`src/rtl/servo_pos_demux_pwm.sv`:
```
// servo_pos_demux_pwm: routes 5-bit servo position words to one of two channels,
// holds them pending until the PWM frame boundary, then drives one PWM output per channel.
// Optional feature: define SERVO_CLAMP_EN to clamp accepted words to MAX_POS.
module servo_pos_demux_pwm #(
    parameter int unsigned WIDTH       = 5,
`ifdef SERVO_CLAMP_EN
    parameter int unsigned MAX_POS     = 28,
`endif
    parameter int unsigned CLK_DIV     = 50,
    parameter int unsigned MIN_TICKS   = 1000,
    parameter int unsigned STEP_TICKS  = 32,
    parameter int unsigned FRAME_TICKS = 20000,
    parameter int unsigned RST_POS     = 16
) (
    input  logic             clk,
    input  logic             rst_n,
    input  logic [WIDTH-1:0] in_data_i,
    input  logic             in_sel_i,
    input  logic             in_valid_i,
    output logic             in_ready_o,
    output logic             pwm0_o,
    output logic             pwm1_o,
    output logic [WIDTH-1:0] pos0_o,
    output logic [WIDTH-1:0] pos1_o,
    output logic             frame_start_o
);

    localparam int unsigned PW = (CLK_DIV > 1) ? $clog2(CLK_DIV) : 1;
    localparam int unsigned FW = (FRAME_TICKS > 1) ? $clog2(FRAME_TICKS) : 1;
    localparam int unsigned TW = 15;
    localparam int unsigned NCH = 2;

    // Timebase state
    logic [PW-1:0] presc_q, presc_d;
    logic [FW-1:0] frame_cnt_q, frame_cnt_d;
    logic          frame_start_q, frame_start_d;

    // Per-channel pending slot, committed position and PWM output
    logic [NCH-1:0][WIDTH-1:0] pend_q, pend_d;
    logic [NCH-1:0]            flag_q, flag_d;
    logic [NCH-1:0][WIDTH-1:0] pos_q, pos_d;
    logic [NCH-1:0]            pwm_q, pwm_d;

    // Combinational helpers
    logic                   tick_c;
    logic                   commit_c;
    logic [NCH-1:0]         ready_c;
    logic [NCH-1:0]         accept_c;
    logic [WIDTH-1:0]       wdata_c;
    logic [NCH-1:0][TW-1:0] width_c;

    // Prescaler tick and frame-wrap detection
    always_comb begin
        tick_c   = (presc_q == PW'(CLK_DIV - 1));
        commit_c = tick_c && (frame_cnt_q == FW'(FRAME_TICKS - 1));
    end

    // Write-side word conditioning (end-stop clamp when enabled)
    always_comb begin
`ifdef SERVO_CLAMP_EN
        wdata_c = (in_data_i > WIDTH'(MAX_POS)) ? WIDTH'(MAX_POS) : in_data_i;
`else
        wdata_c = in_data_i;
`endif
    end

    // Per-channel readiness, accept qualification and pulse width
    always_comb begin
        ready_c  = '0;
        accept_c = '0;
        width_c  = '0;
        for (int ch = 0; ch < NCH; ch++) begin
            ready_c[ch]  = ~flag_q[ch] | commit_c;
            accept_c[ch] = in_valid_i && (in_sel_i == 1'(ch)) && ready_c[ch];
            width_c[ch]  = TW'(MIN_TICKS) + TW'(pos_q[ch]) * TW'(STEP_TICKS);
        end
    end

    // Ready for the currently selected channel; a full slot frees up on the commit edge
    assign in_ready_o = in_sel_i ? ready_c[1] : ready_c[0];

    // Next-state for timebase, routing, commit and PWM
    always_comb begin
        presc_d       = presc_q;
        frame_cnt_d   = frame_cnt_q;
        frame_start_d = commit_c;
        pend_d        = pend_q;
        flag_d        = flag_q;
        pos_d         = pos_q;
        pwm_d         = '0;

        if (tick_c) begin
            presc_d     = '0;
            frame_cnt_d = commit_c ? '0 : frame_cnt_q + FW'(1);
        end else begin
            presc_d     = presc_q + PW'(1);
        end

        for (int ch = 0; ch < NCH; ch++) begin
            // The old pending word always commits before a same-edge write lands
            if (commit_c && flag_q[ch]) begin
                pos_d[ch]  = pend_q[ch];
                flag_d[ch] = 1'b0;
            end
            if (accept_c[ch]) begin
                if (commit_c && !flag_q[ch]) begin
                    pos_d[ch]  = wdata_c;
                end else begin
                    pend_d[ch] = wdata_c;
                    flag_d[ch] = 1'b1;
                end
            end
            pwm_d[ch] = (TW'(frame_cnt_q) < width_c[ch]);
        end
    end

    // State registers
    always_ff @(posedge clk or negedge rst_n) begin
        if (!rst_n) begin
            presc_q       <= '0;
            frame_cnt_q   <= '0;
            frame_start_q <= 1'b0;
            pend_q        <= '0;
            flag_q        <= '0;
            pos_q         <= {NCH{WIDTH'(RST_POS)}};
            pwm_q         <= '0;
        end else begin
            presc_q       <= presc_d;
            frame_cnt_q   <= frame_cnt_d;
            frame_start_q <= frame_start_d;
            pend_q        <= pend_d;
            flag_q        <= flag_d;
            pos_q         <= pos_d;
            pwm_q         <= pwm_d;
        end
    end

    // Output mapping
    assign pwm0_o        = pwm_q[0];
    assign pwm1_o        = pwm_q[1];
    assign pos0_o        = pos_q[0];
    assign pos1_o        = pos_q[1];
    assign frame_start_o = frame_start_q;

endmodule
```
`config.mk`:
```
export PLATFORM = sky130hd
export DESIGN_NAME = servo_pos_demux_pwm
export DESIGN_NICKNAME = d
export VERILOG_FILES = /design/src/rtl/servo_pos_demux_pwm.sv
export SDC_FILE = /design/constraint.sdc
export NUM_CORES = 1
export LEC_CHECK = 0
export CAP_MARGIN = 10
export CORE_UTILIZATION = 25
export DETAILED_ROUTE_END_ITERATION = 8
export SLEW_MARGIN = 20
export SYNTH_ARGS = -nofsm -noshare
export SYNTH_HDL_FRONTEND = slang
export SYNTH_SLANG_ARGS = --single-unit
```
`constraint.sdc`:
```
create_clock -name clk -period 5.2 [get_ports clk]
set_input_delay 0.78 -clock clk [delete_from_list [all_inputs] [get_ports clk]]
set_output_delay 0.78 -clock clk [all_outputs]
set_load 0.02 [all_outputs]
```
==> impl_results.md <==
* Total iterations of the first detailed-routing run at 4
* CP max FO at 12
* Endpoint class of the critical path: output pin
* Largest net degree at the start of global routing at 47
* Fin Setup TNS at 0 ns
* Crit path DAT at approximately 2.9 ns
* Max rail drop VDD at 0.08773 mV
* Startpoint types: register
* Core box area at 0.009864 sq mm
* DRC viols at 0
* Final number of setup-violating endpoints at 0
* Antenna violation net count after detailed routing at 0
* Die area at 0.01069 sq mm
* Synthesized instance count at 250
* Area growth, synth to finish at 17.08%
* Largest family of logic cells by synthesized area: simple AND/OR/NAND/NOR gates
* DIE HEIGHT at just over 100 um
* XOR/XNOR Fraction of Synth Area at 7.153%
* Diodes inserted at 0
* Clock Latency Late Sink at between 0.2 and 0.3 ns
* Portion of netlist area occupied by mux cells at 4.818%
* Main synth FF type: dfrtp_1
* Drt via density at 4.866
* Simple-gate share of the synthesized area at a little over a fifth
* Post-synthesis cell area at 0.002571 sq mm
* Pwr Density at roughly 220 mW/mm^2
* First-iteration detailed-routing DRC count at 106
* HPWL Detailed at about 4000 um
* Critical Path RT at 4.42 ns
* Synth cell count leaders: dfrtp_1, nand2_1, ha_1
* Vias in the first global route at 1943
* Slew Viols, Final at 0
* Initial antenna violation count at 0
* Yosys top cell area share at 42.82%
* Routability cong. at 0.7583
* CTS sink cnt at 46
* H-tree lvl count at 2
* Global-route wire length before repair at 9246 um
* Status: completed
* Total wire length at approximately 5400 um
* Post-CTS Setup Repair Bufs at 0
* Fmax at 0.2737 GHz
* Slew @ Worst Pin at 0.8908 ns
* Layout cell share with drive strength beyond 1 at 7.749%
* R2R Setup Slk at 2.42 ns
* Placed Area at 0.002917 sq mm
* Min Tclk post-route at around 3.7 ns
* Adder-cell area share of the yosys netlist at a little over 8%
* Post-synth net total at ~280
* Post-CTS sizing at 0
* Reg2reg start: presc_q[1]$_DFF_PN0_
* Design area at 0.003010 sq mm
* Worst Reg-to-Reg Cells at 7
* Yosys reg bits at 46
* Starting density of the core at 26.07%
* Final clock skew at 0.004556 ns
* Lkg Pwr at 1.295 nW
* Post-synth EDFFs at 0
* Root buf cell: clkbuf_8
* Seq/Total Area, Yosys at 44.87%
* Most numerous cell in the Yosys netlist: dfrtp_1
* Async set-reset flop share out of synthesis at 100.0%
* Reg2reg end: pos0_o[3]$_DFF_PN0_
* Clock Pin Slew Worst Setup and Hold Paths at 0.08 ns
* CTS Buf Count at 5
* Nets at roughly 300
* Die Span X at ~100 um
* Post-synthesis compound-gate area fraction at 10.75%
* CTS tree: built
* Worst rel slew slack at between 40% and 50%
* Top area cells in the synthesized netlist: dfrtp_1, ha_1, xnor2_1
* Slowest stage cell, crit path: clkdlybuf4s50_1
* Synth cell types at 44
* Port bufs at 22
* IO Pins at 23
* Max_cap viols at 0
* GRT Total Usage at 11.28%
* Worst path cell trace: inv_1 -> ha_1 -> nand2b_1 -> nor3_2 -> nand2_1 -> nand2_1 -> clkdlybuf4s50_1
* RSZ-0062 raised after global routing: no
* Crit-path most repeated cell: nand2_1
* # rows at 36
* Syn. warnings at 0
* Wire per inst at about 13 um
* Max Root-Sink Buffers at 2
* CP max stage delay at 0.61 ns
* Crit Path Category: register to output pin
* Synth Area per Inst at 10.28 sq um
* Part of the cycle the worst path needs at 70.25%
* Utilization after layout at a little over 30%
* Via count at between 1500 and 2000
* Leading area contributor after synthesis: dfrtp_1
* Hold Violations, Final at 0
* Hold Buf Count CTS at 0
* Min-Delay Path Class: input port to asynchronous set/reset pin
* Overflow after GRT at 0
==> cell families (layout without fill, tap and decap cells) <==
| group | count (synthesis) | after routing |
|---|---|---|
| and+or+nand+nor | 95 | 95 |
| DFF | 46 | 46 |
| AOI/OAI and AO/OA | 43 | 43 |
| xor gates and xnor gates | 21 | 21 |
| adders and majority gates | 17 | 17 |
| buffers and inverters | 17 | 38 |
| muxes | 11 | 11 |
==> worst max path at each step <==
stage	endpoint	startpoint	slack, ns	cells past startpoint
finish	in_ready_o	presc_q[1]$_DFF_PN0_	1.55	7
floorplan	in_ready_o	presc_q[1]$_DFF_PN0_	2.74	7
global route	in_ready_o	presc_q[1]$_DFF_PN0_	1.27	7
detailed placement	in_ready_o	presc_q[1]$_DFF_PN0_	1.89	7
global placement	in_ready_o	presc_q[1]$_DFF_PN0_	1.99	7
CTS	in_ready_o	presc_q[1]$_DFF_PN0_	1.56	7
==> per-stage QoR <==
stage | total power, mW | hold WS, ns | instances | worst slack, ns
after detailed placement | 0.4381 | 0.4703 | 396 | 1.892
after CTS | 0.6611 | 0.4889 | 404 | 1.555
after floorplan | 0.4125 | 0.4496 | 250 | 2.740
after global placement | 0.4362 | 0.4617 | 396 | 1.992
final | 0.6533 | 0.4816 | 404 | 1.547
after global routing | 0.6850 | 0.5200 | 404 | 1.272
==> flip-flops by register name, summed over array words and instances (netlist names) <==
signal and count:
pend_q 10, presc_q 6, flag_q 2, pwm_q 2
frame_cnt_q 15, frame_start_o 1, pos0_o 5, pos1_o 5
==> cell usage in the layout (no fill, tap or decap), types with 3 or more instances in the layout <==
cell type,n
dfrtp_1,44
nand4_1,13
o2bb2ai_1,4
o21ai_0,4
xnor2_1,11
clkbuf_8,6
nor3_1,6
mux2_1,5
nand2b_1,3
clkdlybuf4s50_1,21
o21ai_1,3
a21o_1,3
xor2_1,10
a22oi_1,4
inv_1,8
mux2_2,6
nand3_1,9
and3_1,5
nor2_1,16
nand2_1,21
a211o_1,4
a21oi_1,16
ha_1,17
==> power breakdown <==
group | total, mW | internal [mW] | switching (mW)
clock | 0.223 | 0.107 | 0.116
sequential | 0.381 | 0.372 | 0.00833
combinational | 0.0496 | 0.0244 | 0.0251
total | 0.653 | 0.504 | 0.149
==> layer usage <==
layer,wire [um],up-vias,track usage (%),part of all wire (%)
met3,208,5,2.957,3.8
li1,-,953,-,-
met5,0,-,0,0
met1,2655,980,14.69,49
met4,75,0,4.767,1.4
met2,2503,28,17.68,46
==> final cells by class <==
class                      count  area (sq um)
sequential                    46          1154
inverter                       8         30.03
clock buffer                   7         86.33
clock inverter                 1         5.005
tap                          133         166.4
timing repair buffer          22         217.7
fill                        1029          6854
multi-input combinational    187          1351
==> worst max-delay path, delay by kind of cell, from the launching register on <==
family	cells	cell delay (ns)
simple gates	4	1.27
buf+inv	2	0.68
fa+ha+maj	1	0.22
flops	1	0.40
Power figures use the tool's default switching activity.
